### src/rtl/dma_pkg.sv
// -----------------------------------------------------------------------------
// dma_pkg
//   Shared types and constants for the DMA engine.
//   - t_dma_mode        : descriptor transfer mode
//   - t_disp_state_idx  : bit position of each dispatcher state in the one-hot
//                         state vector
//   - t_disp_state      : one-hot dispatcher state encoding (DISP_STATE_W bits)
//   - ERR_*             : bit positions inside the dispatcher err_cause vector
//   - mode_is_valid()   : true for modes that actually move data
// -----------------------------------------------------------------------------
package dma_pkg;

    localparam int DISP_STATE_W = 6;

    typedef enum logic [1:0] {
        STAND_BY    = 2'd0,
        HOST_TO_DDR = 2'd1,
        DDR_TO_HOST = 2'd2,
        DDR_TO_DDR  = 2'd3
    } t_dma_mode;

    typedef enum int {
        IDX_IDLE     = 0,
        IDX_CHECK    = 1,
        IDX_LAUNCH   = 2,
        IDX_RUN      = 3,
        IDX_COMPLETE = 4,
        IDX_ERROR    = 5
    } t_disp_state_idx;

    typedef enum logic [DISP_STATE_W-1:0] {
        ST_IDLE     = 6'b000001,
        ST_CHECK    = 6'b000010,
        ST_LAUNCH   = 6'b000100,
        ST_RUN      = 6'b001000,
        ST_COMPLETE = 6'b010000,
        ST_ERROR    = 6'b100000
    } t_disp_state;

    localparam int ERR_RD       = 0;
    localparam int ERR_WR       = 1;
    localparam int ERR_TIMEOUT  = 2;
    localparam int ERR_BAD_DESC = 3;

    // STAND_BY is a parking mode; a descriptor carrying it is malformed.
    function automatic logic mode_is_valid(input logic [1:0] mode);
        return mode != STAND_BY;
    endfunction

endpackage

### src/rtl/dma_watchdog.sv
// -----------------------------------------------------------------------------
// dma_watchdog
//   Cycle counter that flags when an operation has been running too long.
//   Ports:
//     clk, reset_n  : clock, synchronous active-low reset
//     clear         : restart the count from zero (wins over enable)
//     enable        : count this cycle
//     limit         : expiry threshold in cycles; 0 means never expire
//     expire        : high during the limit-th enabled cycle after a clear
// -----------------------------------------------------------------------------
module dma_watchdog #(
    parameter int TIMEOUT_W = 32
) (
    input  logic                 clk,
    input  logic                 reset_n,
    input  logic                 clear,
    input  logic                 enable,
    input  logic [TIMEOUT_W-1:0] limit,
    output logic                 expire
);

    logic [TIMEOUT_W-1:0] count_q;
    logic [TIMEOUT_W-1:0] count_d;

    always_comb begin
        count_d = count_q;
        if (clear) begin
            count_d = '0;
        end else if (enable) begin
            count_d = count_q + TIMEOUT_W'(1);
        end
    end

    always_ff @(posedge clk) begin
        if (!reset_n) begin
            count_q <= '0;
        end else begin
            count_q <= count_d;
        end
    end

    // The count shows 0 in the first enabled cycle, so limit-1 marks the
    // limit-th cycle; the owner reacts in that same cycle.
    assign expire = enable && (limit != '0) && (count_q == limit - TIMEOUT_W'(1));

endmodule

### src/rtl/dma_descriptor_dispatcher.sv
// -----------------------------------------------------------------------------
// dma_descriptor_dispatcher
//   Runs one DMA descriptor at a time: pops it from the show-ahead descriptor
//   FIFO, validates it, launches the read-source and write-destination FSMs,
//   and waits for both to report done. Completions are counted and can raise a
//   one-cycle irq. Errors and watchdog timeouts park the block in ERROR until
//   the CSR block pulses csr_reset_dispatcher.
//   Ports:
//     clk, reset_n                 : clock, synchronous active-low reset
//     desc_not_empty, desc_*       : head of the descriptor FIFO
//     desc_rd_en                   : one-cycle FIFO pop
//     rd_go, wr_go                 : one-cycle launch pulses to the FSMs
//     cur_*                        : descriptor currently being executed
//     rd_done, wr_done             : done pulses from the FSMs
//     rd_err, wr_err               : response-error pulses from the FSMs
//     csr_halt                     : stop taking new descriptors
//     csr_reset_dispatcher         : abort and clear the error state
//     csr_timeout                  : watchdog limit in cycles, 0 disables
//     busy, stopped_on_error       : status (not IDLE / in ERROR)
//     err_cause                    : sticky {bad_desc, timeout, wr_err, rd_err}
//     done_cnt                     : completed-descriptor counter (wraps)
//     irq                          : one-cycle completion pulse
//     state_o                      : one-hot state for CSR readback
// -----------------------------------------------------------------------------
module dma_descriptor_dispatcher
    import dma_pkg::*;
#(
    parameter int ADDR_W    = 64,
    parameter int LENGTH_W  = 24,
    parameter int TIMEOUT_W = 32,
    parameter int CNT_W     = 32
) (
    input  logic                    clk,
    input  logic                    reset_n,

    input  logic                    desc_not_empty,
    input  logic [ADDR_W-1:0]       desc_src_addr,
    input  logic [ADDR_W-1:0]       desc_dest_addr,
    input  logic [LENGTH_W-1:0]     desc_length,
    input  logic [1:0]              desc_mode,
    input  logic                    desc_irq_en,
    output logic                    desc_rd_en,

    output logic                    rd_go,
    output logic                    wr_go,
    output logic [ADDR_W-1:0]       cur_src_addr,
    output logic [ADDR_W-1:0]       cur_dest_addr,
    output logic [LENGTH_W-1:0]     cur_length,
    output logic [1:0]              cur_mode,

    input  logic                    rd_done,
    input  logic                    wr_done,
    input  logic                    rd_err,
    input  logic                    wr_err,

    input  logic                    csr_halt,
    input  logic                    csr_reset_dispatcher,
    input  logic [TIMEOUT_W-1:0]    csr_timeout,

    output logic                    busy,
    output logic                    stopped_on_error,
    output logic [3:0]              err_cause,
    output logic [CNT_W-1:0]        done_cnt,
    output logic                    irq,
    output logic [DISP_STATE_W-1:0] state_o
);

    localparam logic [DISP_STATE_W-1:0] S_IDLE     = ST_IDLE;
    localparam logic [DISP_STATE_W-1:0] S_CHECK    = ST_CHECK;
    localparam logic [DISP_STATE_W-1:0] S_LAUNCH   = ST_LAUNCH;
    localparam logic [DISP_STATE_W-1:0] S_RUN      = ST_RUN;
    localparam logic [DISP_STATE_W-1:0] S_COMPLETE = ST_COMPLETE;
    localparam logic [DISP_STATE_W-1:0] S_ERROR    = ST_ERROR;

    logic [DISP_STATE_W-1:0] state_q,         state_d;
    logic [ADDR_W-1:0]       cur_src_addr_q,  cur_src_addr_d;
    logic [ADDR_W-1:0]       cur_dest_addr_q, cur_dest_addr_d;
    logic [LENGTH_W-1:0]     cur_length_q,    cur_length_d;
    logic [1:0]              cur_mode_q,      cur_mode_d;
    logic                    cur_irq_en_q,    cur_irq_en_d;
    logic [3:0]              err_cause_q,     err_cause_d;
    logic [CNT_W-1:0]        done_cnt_q,      done_cnt_d;
    logic                    rd_seen_q,       rd_seen_d;
    logic                    wr_seen_q,       wr_seen_d;

    logic                    abort;
    logic                    pop;
    logic                    launch;
    logic                    irq_pulse;
    logic                    wd_clear;
    logic                    wd_enable;
    logic                    wd_expire;
    logic                    rd_finished;
    logic                    wr_finished;

    // Holding abort during reset keeps every pulse low even if the FIFO
    // already shows data while the flops are being reset.
    assign abort = !reset_n || csr_reset_dispatcher;

    assign wd_enable = state_q[IDX_RUN];

    // A done arriving in the same cycle as the other side's flag finishes
    // the descriptor without waiting for the flag to register.
    assign rd_finished = rd_seen_q || rd_done;
    assign wr_finished = wr_seen_q || wr_done;

    dma_watchdog #(
        .TIMEOUT_W (TIMEOUT_W)
    ) u_watchdog (
        .clk     (clk),
        .reset_n (reset_n),
        .clear   (wd_clear),
        .enable  (wd_enable),
        .limit   (csr_timeout),
        .expire  (wd_expire)
    );

    // Next-state and datapath logic. Abort overrides every transition and
    // suppresses every pulse; the done counter and latched descriptor
    // survive it so software can still inspect what was running.
    always_comb begin
        state_d         = state_q;
        cur_src_addr_d  = cur_src_addr_q;
        cur_dest_addr_d = cur_dest_addr_q;
        cur_length_d    = cur_length_q;
        cur_mode_d      = cur_mode_q;
        cur_irq_en_d    = cur_irq_en_q;
        err_cause_d     = err_cause_q;
        done_cnt_d      = done_cnt_q;
        rd_seen_d       = rd_seen_q;
        wr_seen_d       = wr_seen_q;
        pop             = 1'b0;
        launch          = 1'b0;
        irq_pulse       = 1'b0;
        wd_clear        = 1'b0;

        if (abort) begin
            state_d     = S_IDLE;
            err_cause_d = '0;
            rd_seen_d   = 1'b0;
            wr_seen_d   = 1'b0;
            wd_clear    = 1'b1;
        end else begin
            case (state_q)
                S_IDLE: begin
                    if (desc_not_empty && !csr_halt) begin
                        pop             = 1'b1;
                        cur_src_addr_d  = desc_src_addr;
                        cur_dest_addr_d = desc_dest_addr;
                        cur_length_d    = desc_length;
                        cur_mode_d      = desc_mode;
                        cur_irq_en_d    = desc_irq_en;
                        state_d         = S_CHECK;
                    end
                end

                S_CHECK: begin
                    if (!mode_is_valid(cur_mode_q)) begin
                        err_cause_d[ERR_BAD_DESC] = 1'b1;
                        state_d                   = S_ERROR;
                    end else if (cur_length_q == '0) begin
                        state_d = S_COMPLETE;
                    end else begin
                        state_d = S_LAUNCH;
                    end
                end

                S_LAUNCH: begin
                    launch    = 1'b1;
                    rd_seen_d = 1'b0;
                    wr_seen_d = 1'b0;
                    wd_clear  = 1'b1;
                    state_d   = S_RUN;
                end

                S_RUN: begin
                    rd_seen_d = rd_finished;
                    wr_seen_d = wr_finished;
                    if (rd_err || wr_err) begin
                        err_cause_d[ERR_RD] = err_cause_q[ERR_RD] | rd_err;
                        err_cause_d[ERR_WR] = err_cause_q[ERR_WR] | wr_err;
                        state_d             = S_ERROR;
                    end else if (wd_expire) begin
                        err_cause_d[ERR_TIMEOUT] = 1'b1;
                        state_d                  = S_ERROR;
                    end else if (rd_finished && wr_finished) begin
                        state_d = S_COMPLETE;
                    end
                end

                S_COMPLETE: begin
                    done_cnt_d = done_cnt_q + CNT_W'(1);
                    irq_pulse  = cur_irq_en_q;
                    state_d    = S_IDLE;
                end

                S_ERROR: begin
                    state_d = S_ERROR;
                end

                default: begin
                    state_d = S_IDLE;
                end
            endcase
        end
    end

    always_ff @(posedge clk) begin
        if (!reset_n) begin
            state_q         <= S_IDLE;
            cur_src_addr_q  <= '0;
            cur_dest_addr_q <= '0;
            cur_length_q    <= '0;
            cur_mode_q      <= '0;
            cur_irq_en_q    <= 1'b0;
            err_cause_q     <= '0;
            done_cnt_q      <= '0;
            rd_seen_q       <= 1'b0;
            wr_seen_q       <= 1'b0;
        end else begin
            state_q         <= state_d;
            cur_src_addr_q  <= cur_src_addr_d;
            cur_dest_addr_q <= cur_dest_addr_d;
            cur_length_q    <= cur_length_d;
            cur_mode_q      <= cur_mode_d;
            cur_irq_en_q    <= cur_irq_en_d;
            err_cause_q     <= err_cause_d;
            done_cnt_q      <= done_cnt_d;
            rd_seen_q       <= rd_seen_d;
            wr_seen_q       <= wr_seen_d;
        end
    end

    assign desc_rd_en       = pop;
    assign rd_go            = launch;
    assign wr_go            = launch;
    assign irq              = irq_pulse;
    assign cur_src_addr     = cur_src_addr_q;
    assign cur_dest_addr    = cur_dest_addr_q;
    assign cur_length       = cur_length_q;
    assign cur_mode         = cur_mode_q;
    assign busy             = !state_q[IDX_IDLE];
    assign stopped_on_error = state_q[IDX_ERROR];
    assign err_cause        = err_cause_q;
    assign done_cnt         = done_cnt_q;
    assign state_o          = state_q;

endmodule

### config.mk
export PLATFORM = sky130hd
export DESIGN_NAME = dma_descriptor_dispatcher
export DESIGN_NICKNAME = d
export VERILOG_FILES = /design/src/rtl/dma_pkg.sv /design/src/rtl/dma_watchdog.sv /design/src/rtl/dma_descriptor_dispatcher.sv
export SDC_FILE = /design/constraint.sdc
export NUM_CORES = 1
export LEC_CHECK = 0
export BUFFER_PORTS_ARGS = -buffer_cell sky130_fd_sc_hd__clkbuf_2
export CAP_MARGIN = 20
export CORE_ASPECT_RATIO = 0.8
export CORE_MARGIN = 2
export CORE_UTILIZATION = 49
export DETAILED_ROUTE_END_ITERATION = 8
export GPL_TIMING_DRIVEN = 0
export MAX_ROUTING_LAYER = met4
export PLACE_DENSITY_LB_ADDON = 0.15
export SYNTH_ARGS = -nofsm -noshare
export SYNTH_HDL_FRONTEND = slang
export SYNTH_SLANG_ARGS = --single-unit
### constraint.sdc
create_clock -name clk -period 2.7 [get_ports clk]
set_clock_uncertainty 0.05 [all_clocks]
set_input_delay 0.135 -clock clk [delete_from_list [all_inputs] [get_ports clk]]
set_output_delay 0.135 -clock clk [all_outputs]
set_load 0.05 [all_outputs]
==> flow_metrics.tcl, run 1 <==
set metrics [dict create \
    p_total_mw 7.77 \
    synth_cells 1265 \
    hold_path.class "in2reg" \
    port_buffers 394 \
    path_max_fanout 10 \
    seqPwrFrac_pct 44.9 \
    register_area_um2 4630 \
    cts.clk_slew.worst_paths_ns 0.06 \
    nets 2048 \
    root_buffer "clkbuf_16" \
    ios 398 \
    areaGrowthSynthToFinish_pct 47.0 \
    synthFlopType "dfxtp_1" \
    grt_pass1_vias 11200 \
    relSlewSlack_pct 54.8 \
    rows 47 \
    synth-edff-count 0 \
    drive_gt1_share_pct 26.3 \
    insertion_delay_ns 0.51 \
    via_per_inst 5.36 \
    critPathKind "reg2out" \
    max-clock-path-buffers 3 \
    path_delay_family "buffers and inverters" \
    peakVddDrop_mv 0.447 \
    fmax_ghz 0.390 \
    fin_crit_ns 2.56 \
    r2r_setup_slack_ns 0.19 \
    numCtsBuffers 24 \
    ant_nets 0 \
    leakage_nw 6.32 \
    period_share_pct 95.0 \
    cap_violations 0 \
    yosysWarnings 0 \
    crit_end "desc_rd_en" \
    die_w_um 166 \
    hold_start "desc_not_empty" \
    dpl.hpwl_um 25300 \
    p_clk_share_pct 42.9 \
    die_h_um 134 \
    dpl_cell_area_um2 12600 \
    p_int_mw 5.84 \
    post-route-drc-count 0 \
    hold_viol_final 0 \
    finalSetupViolCount 0 \
    wl_per_cell_um 17.2 \
    slowest_delay_ns 0.43 \
    worstSetupStartpointType "register" \
    grt_max_degree 14 \
    syn_area_per_cell_um2 8.16 \
    pre_cts_slack_ns -0.679 \
    r2r_cells 9 \
    tritoncts "yes" \
    worst_r2r_startpoint "state_o[3]" \
    cpMaxStageDelayCell "or3_4" \
    ys_seq_elements 231 \
    die_area_um2 22200 \
    crit_cells 7 \
    syn_area_um2 10300 \
    ys_seq_area_share_pct 44.8 \
    grt_pass1_wl_um 57400 \
    combPwrFrac_pct 12.2 \
    reg2reg_to "cur_src_addr[14]" \
    core_area_um2 20700 \
    wirelength_um 36700 \
    vias 11400 \
    fill_cells 1508 \
    setup_tns_ns 0 \
    p_sw_share_pct 24.8 \
    grt_overflow 0 \
    required_ns 2.52 \
    grt_usage_pct 32.6 \
    clock-sinks 231 \
    switching_power_mw 1.93 \
    synthArstFlopShare_pct 0 \
    maxSlewViolCount 0 \
    worst_slack_ns 0.136 \
    multi_input_comb_area_um2 5450 \
    antenna_found_initial 2 \
    fin_area_um2 15200 \
    syn_nets 1464 \
    critPathBufInv 4 \
    crit_chain "buf_2 > nor2_1 > nand4_1 > or3_4 > inv_1 > clkbuf_4 > clkbuf_8" \
    yosysUniqueCellTypes 60 \
    critPathCaptureType "output port" \
    gp_congestion 0.856 \
    outcome "finished, final reports clean" \
    arrival_ns 2.38 \
    drt-initial-drc-count 690 \
    p_per_area_nw_per_um2 512 \
    tightest_slew_ns 0.677 \
    h-tree-depth 1 \
    firstDrtPassIters 5 \
    start_util_pct 49.8 \
    crit_start "state_o[3]" \
]
-- synthesized netlist by cell type, types with 6 or more instances --
cell type	n	area, um2
nor3_1	18	90.1
clkbuf_1	61	229
a21oi_1	18	90.1
nand4_1	16	100
xor2_1	40	350
a21boi_0	168	1260
nand3_1	28	140
or3_1	22	138
nand2b_1	6	37.5
and3_1	19	119
xnor2_1	38	333
nor4_1	20	125
inv_1	13	48.8
o21ai_0	29	145
dfxtp_1	231	4620
nor2_1	67	251
and2_1	23	144
nand2_1	366	1370
-- layout by cell type (no fill, tap or decap), types with 3 or more instances in the layout --
master / instances
clkbuf_2: 411
nand2_1: 364
dfxtp_1: 230
a21boi_0: 168
dlygate4sd3_1: 162
nor2_1: 65
clkbuf_1: 44
xor2_1: 40
xnor2_1: 38
o21ai_0: 29
nand3_1: 26
clkbuf_16: 25
and2_1: 23
or3_1: 21
and3_1: 19
nor3_1: 18
nor4_1: 18
a21oi_1: 18
nand4_1: 16
inv_1: 13
nand2b_1: 6
nor2b_1: 5
buf_4: 5
clkbuf_8: 5
buf_2: 4
mux2i_1: 4
and4_1: 4
clkinv_2: 4
nor4_2: 3
nor4b_1: 3
nand3_2: 3
or2_2: 3
mux2_2: 3
nand3b_1: 3
a211oi_1: 3
nor3b_1: 3
a31oi_1: 3
ha_1: 3
-- registers in the layout, indices dropped and copies added, names as in the netlist, 2 cells and up --
name / cells
cur_length: 24
cur_dest_addr: 64
u_watchdog.count_q: 32
cur_mode: 2
state_o: 6
done_cnt: 32
cur_src_addr: 64
err_cause: 4
-- power by group through the flow --
stage	combinational [mW]	clock, mW	sequential [mW]
6_report	0.945	3.33	3.49
3_5_place_dp	0.718	0	3.56
2_1_floorplan	0.250	0	3.73
4_1_cts	0.918	3.35	3.49
3_3_place_gp	0.710	0	3.56
5_1_grt	1.01	3.50	3.49
-- logic make-up (layout without fill, tap and decap cells) --
family / after synthesis / count (layout) / share of synthesized area, %
multiplexers: 7 / 7 / 0.715
flip-flops: 231 / 231 / 44.8
buffers and inverters: 81 / 678 / 3.14
XOR/XNOR: 78 / 78 / 6.62
adder cells (fa/ha/maj): 3 / 3 / 0.364
other: 0 / 2 / 0
AND/OR/NAND/NOR: 626 / 626 / 28.0
AO/OA/AOI/OAI: 239 / 239 / 16.4
-- worst min-delay path by stage --
stage / to / slack [ns] / cells after the start
2_1_floorplan: rd_seen_q / 0.22 / 2
4_1_cts: state_o[3] / 0.02 / 5
5_1_grt: state_o[3] / 0.08 / 5
3_3_place_gp: cur_dest_addr[17] / 0.32 / 3
3_5_place_dp: cur_dest_addr[18] / 0.32 / 3
6_report: state_o[3] / 0.05 / 5
-- final cells by class --
cell class | instances | area share (%)
antenna | 2 | 0.0330
buffer | 68 | 2.04
clock buffer | 33 | 4.59
clock inverter | 6 | 0.528
inverter | 13 | 0.322
multi-input combinational | 953 | 35.9
sequential | 231 | 30.5
tap | 269 | 2.22
timing repair buffer | 558 | 23.8
-- stage by stage --
step                hold WS, ns  utilization (%)  cells
floorplan                 0.223                -   1265
global placement          0.318             61.0   1928
detailed placement        0.324             61.0   1928
CTS                      0.0220             72.9   2130
global route             0.0813             73.3   2133
finish                   0.0526             73.3   2133
-- layer usage --
metal  track usage (%)  routed length [um]
met1              38.9               14700
met2              54.0               17500
met3              6.29                2580
met4              14.9                1900
met5                 -                   0
-- worst register-to-register path, stage by stage, from the launching register on --
cell      delay, ns
dfxtp_1        0.36
buf_2          0.21
nor2_1         0.17
nand4_1        0.16
or3_4          0.43
inv_1          0.11
clkbuf_4       0.25
clkbuf_2       0.27
nand2_1        0.09
a21boi_0       0.31
-- what timing repair did --
item,in CTS,in global routing
setup endpoints to repair,153,113
endpoints found under the hold margin,164,0
hold buffers,162,0
buffers inserted,1,1
pin swaps,1,7
resized for setup,23,32
Power figures use the tool's default switching activity.
==> run 2: changes to the inputs <==
Settings changed: CORE_AREA set to 2 2 154 156, CORE_ASPECT_RATIO 0.8 to unset, CORE_MARGIN 2 to unset, CORE_UTILIZATION 49 to unset, CTS_BUF_LIST set to sky130_fd_sc_hd__clkbuf_2, DIE_AREA set to 0 0 156 158.
==> run 2 against run 1 <==
Non-clock buffer count rose by 192. Final cell count rose by 13%. Hold slack got worse by 0.032 ns. Critical endpoint is now state_o[2]. Largest cell class is now non-clock buffers.
==> flow_metrics.tcl, run 2 (synthesis gave the netlist of run 1 again) <==
set metrics [dict create \
    insertion_delay_ns 0.92 \
    h-tree-depth 2 \
    p_per_area_nw_per_um2 419 \
    peakVddDrop_mv 0.308 \
    via_per_inst 5.31 \
    maxSlewViolCount 0 \
    grt_pass1_wl_um 66700 \
    start_util_pct 44.8 \
    path_max_fanout 7 \
    max-clock-path-buffers 3 \
    drt-initial-drc-count 1018 \
    hold_viol_final 0 \
    holdPathStages 4 \
    cts.clk_slew.worst_paths_ns 0.10 \
    die_h_um 158 \
    finalSetupViolCount 0 \
    post-route-drc-count 0 \
    nets 2277 \
    grt_overflow 0 \
    tritoncts "yes" \
    hold_path.class "in2reg" \
    ant_nets 0 \
    rsz0062_at_grt "true" \
    dpl.hpwl_um 26200 \
    clock-sinks 231 \
    firstDrtPassIters 6 \
    arrival_ns 3.34 \
    leakage_nw 7.10 \
    outcome "finished, final reports clean" \
    areaGrowthSynthToFinish_pct 63.9 \
    dpl_cell_area_um2 12700 \
    critPathCaptureType "register" \
    drive_gt1_share_pct 26.2 \
    fin_area_um2 16900 \
    required_ns 3.42 \
    antenna_found_initial 2 \
    vias 12800 \
    tightest_slew_ns 0.657 \
    die_area_um2 24600 \
    wl_per_cell_um 18.3 \
    grt_pass1_vias 13200 \
    die_w_um 156 \
    wirelength_um 44100 \
    grt_max_degree 18 \
    core_area_um2 23100 \
    period_share_pct 97.4 \
    gp_congestion 0.886 \
    r2r_cells 9 \
    port_buffers 394 \
    fmax_ghz 0.380 \
    setup_tns_ns 0 \
    final_common_cell "clkbuf_2" \
    ios 398 \
    numCtsBuffers 61 \
    rows 56 \
    final_cell_mix "clkbuf_2 (494), nand2_1 (364), dlygate4sd3_1 (350)" \
    cap_violations 0 \
    critPathKind "in2reg" \
    grt_usage_pct 35.2 \
    root_buffer "clkbuf_2" \
    worstSetupStartpointType "primary input" \
    relSlewSlack_pct 56.2 \
    fin_crit_ns 2.63 \
]
run 2: cell count changes in the layout (fill, tap and decap cells not counted), sizes merged:
cell	change
bufinv	-2
buf	+4
diode	+3
inv	+2
clkinv	+7
clkinvlp	+1
dlygate4sd3	+188
clkbuf	+55
run 2: timing repair:
item / 4_1_cts / 5_1_grt
pin swaps: 3 / 8
setup endpoints to repair: 154 / 147
endpoints found under the hold margin: 171 / 0
setup buffers: 1 / 7
gates resized for setup: 24 / 43
hold buffers: 350 / 0
run 2: power by group:
group	switching (mW)	internal [mW]	total, mW
Combinational	0.604	0.584	1.19
Clock	1.53	0.870	2.40
Sequential	0.0387	3.45	3.49
run 2: path summary, 6_finish.rpt:
kind                         startpoint               end  slack, ns
setup reg to reg  u_watchdog.count_q[6]        state_o[2]       0.08
setup / recovery         csr_timeout[2]        state_o[2]       0.07
hold reg to reg        cur_src_addr[59]  cur_src_addr[59]       0.42
hold / removal        desc_src_addr[54]  cur_src_addr[54]       0.02
run 2: layer usage:
layer | track usage, % | part of all wire (%)
met3 | 8.60 | 7.6
met4 | 23.1 | 6.9
met2 | 58.6 | 48
met1 | 37.4 | 38
met5 | - | 0
run 2: stage by stage:
stage	std cells	total power, mW	worst slack, ns	hold slack, ns	utilization, %
floorplan	1265	3.98	0.0630	0.223	-
global placement	1949	4.28	-0.670	0.318	54.9
detailed placement	1949	4.29	-0.641	0.324	54.9
CTS	2401	6.99	-0.000183	0.00338	72.6
global route	2409	7.35	-0.138	0.000810	73.3
finish	2412	7.08	0.0708	0.0209	73.3
run 2: area by class of cell:
class                           instances  area, um2
Fill cell                            1631       6140
Timing Repair Buffer                  752       5560
Multi-Input combinational cell        953       5480
Sequential cell                       231       4630
Clock buffer                           88        440
Tap cell                              290        363
Buffer                                 66        310
Clock inverter                         14       61.3
Inverter                               13       51.3
Antenna cell                            5       12.5
run 2: critical path: stages:
cell	delay, ns
dlygate4sd3_1	0.53
clkbuf_2	0.16
nor4_1	0.44
nand3_1	0.37
nor4_1	0.34
mux2_2	0.40
nor3_1	0.19
nand4_1	0.20
nand4_1	0.18
nand2b_1	0.12
nor4b_2	0.26
==> run 3: changes to the inputs <==
--- a/config.mk
+++ b/config.mk
@@ -9,6 +9,7 @@
 export CAP_MARGIN = 20
-export CORE_AREA = 2 2 154 156
+export CORE_ASPECT_RATIO = 0.8
+export CORE_MARGIN = 2
+export CORE_UTILIZATION = 30
 export CTS_BUF_LIST = sky130_fd_sc_hd__clkbuf_2
 export DETAILED_ROUTE_END_ITERATION = 8
-export DIE_AREA = 0 0 156 158
 export GPL_TIMING_DRIVEN = 0
==> constraint.sdc (replaced) <==
create_clock -name clk -period 2.7 [get_ports clk]
set_clock_uncertainty 0.05 [all_clocks]
set_input_delay 0.81 -clock clk [delete_from_list [all_inputs] [get_ports clk]]
set_output_delay 0.81 -clock clk [all_outputs]
set_load 0.05 [all_outputs]
==> run 3 against run 2 <==
The flow now finishes with violations (setup timing). Die area up 46%. Sequential cell count unchanged. Highest routed layer unchanged. Hold slack better by 0.085 ns. Sequential power about the same. Critical endpoint is now desc_rd_en.
==> flow_metrics.tcl, run 3 (synthesis gave the netlist of run 1 again) <==
set metrics [dict create \
    outcome "complete, but fails checks" \
    violations "setup timing" \
    rows 60 \
    drt-initial-drc-count 459 \
    firstDrtPassIters 5 \
    finalSetupViolCount 4 \
    hold_viol_final 0 \
    core_area_um2 33800 \
    port_buffers 394 \
    die_h_um 170 \
    grt_pass1_vias 11000 \
    cts.clk_slew.worst_paths_ns 0.11 \
    peakVddDrop_mv 0.236 \
    grt_usage_pct 21.2 \
    worst_r2r_startpoint "state_o[3]" \
    relSlewSlack_pct 49.9 \
    antenna_found_initial 1 \
    p_per_area_nw_per_um2 451 \
    insertion_delay_ns 0.92 \
    tightest_slew_ns 0.751 \
    pre_cts_slack_ns -1.08 \
    wirelength_um 37900 \
    grt_overflow 0 \
    register_area_um2 4640 \
    fin_crit_ns 3.22 \
    hold_path.class "in2reg" \
    start_util_pct 30.5 \
    clock-sinks 231 \
    fill_cells 3405 \
    leakage_nw 6.58 \
    hold_start "wr_done" \
    cap_violations 0 \
    holdPathStages 3 \
    via_per_inst 4.63 \
    h-tree-depth 2 \
    grt_max_degree 17 \
    r2r_setup_slack_ns 0.02 \
    worstSetupStartpointType "register" \
    post-route-drc-count 0 \
    cpMaxStageDelayCell "or3_4" \
    fmax_ghz 0.310 \
    grt_pass1_wl_um 58800 \
    path_delay_family "simple AND/OR/NAND/NOR gates" \
    maxSlewViolCount 0 \
    reg2reg_to "cur_src_addr[60]" \
    timing.hold.ws_ns 0.106 \
    arrival_ns 2.36 \
    wl_per_cell_um 15.9 \
    required_ns 1.84 \
    nets 2110 \
    vias 11100 \
    crit_top_cell "clkbuf_16" \
    final_cell_mix "clkbuf_2 (475), nand2_1 (363), dfxtp_1 (224)" \
    r2r_cells 9 \
    ant_nets 0 \
    root_buffer "clkbuf_2" \
    setup_tns_ns -1.67 \
    critPathKind "reg2out" \
    gp_congestion 0.853 \
    rsz0062_at_grt "true" \
    critPathCaptureType "output port" \
    areaGrowthSynthToFinish_pct 52.0 \
    slowest_delay_ns 0.39 \
    path_max_fanout 3 \
    min_to "wr_seen_q" \
    ios 398 \
    dpl.hpwl_um 28100 \
    die_area_um2 35900 \
    drive_gt1_share_pct 30.8 \
    period_share_pct 119 \
    max-clock-path-buffers 3 \
    final_common_cell "clkbuf_2" \
    worst_slack_ns -0.525 \
    die_w_um 211 \
    numCtsBuffers 61 \
    multi_input_comb_area_um2 5620 \
    tritoncts "yes" \
    crit_chain "clkbuf_16 > nor2_4 > nand4_1 > or3_4 > inv_4 > buf_8 > clkbuf_16" \
    critPathBufInv 4 \
]
run 3: cell types whose count changed in the layout (fill, tap and decap cells not counted), sizes merged:
cell | before | now
dlygate4sd3 | 350 | 151
buf | 14 | 52
clkbuf | 542 | 538
diode | 5 | 1
bufinv | 0 | 2
clkinv | 11 | 13
inv | 15 | 13
run 3: power breakdown:
part           switching (mW)  internal, mW
clock                    1.52          1.08
combinational           0.549         0.449
sequential             0.0282          3.45
total                    2.10          4.98
run 3: cell type report:
type	instances	share of cell area, %
flip-flops and latches	231	29.6
well taps	434	3.46
clock inverters	16	0.766
repair buffers	583	24.9
clock buffers	90	2.87
inverters	13	0.343
diodes	1	0.0160
plain buffers	68	2.20
multi-input cells	953	35.8
run 3: worst register-to-register path: cells and delay by family (launching register included):
| kind | cells | cell delay, ns |
|---|---|---|
| simple gates | 4 | 0.70 |
| flops | 1 | 0.37 |
| compound gates | 1 | 0.16 |
| buf+inv | 4 | 1.26 |
run 3: how the worst max path moves through the flow:
stage,startpoint,end,slack [ns],depth (start not counted)
final,state_o[3],desc_rd_en,-0.52,7
after global routing,state_o[3],desc_rd_en,-0.71,7
after CTS,state_o[3],desc_rd_en,-0.65,7
after detailed placement,csr_timeout[13],state_o[2],-1.08,10
after global placement,csr_timeout[5],state_o[2],-1.10,10
after floorplan,csr_timeout[1],state_o[2],-0.25,9
run 3: per-stage QoR:
stage | total power, mW | area [um2] | utilization [%] | instances
after global routing | 7.51 | 15700 | 46.4 | 2389
after CTS | 7.20 | 15400 | 45.7 | 2373
after global placement | 4.31 | 12900 | 38.3 | 2093
after detailed placement | 4.31 | 12900 | 38.3 | 2093
after floorplan | 3.99 | 10400 | - | 1265
final | 7.08 | 15700 | 46.4 | 2389
run 3: per-layer routing:
metal  GRT usage (%)  routed length (um)  part of all wire [%]
met5               -                   0                     0
met3            5.76                2620                   6.9
met1            25.6               16500                    44
met2            34.6               17800                    47
met4            6.52                 952                   2.5
run 3: timing repair:
| action | CTS | global route |
|---|---|---|
| hold buffers | 151 | 0 |
| gates resized for setup | 61 | 46 |
| endpoints found under the setup margin | 162 | 135 |
| pin swaps | 9 | 13 |
| setup buffers | 28 | 19 |
| endpoints found under the hold margin | 151 | 0 |
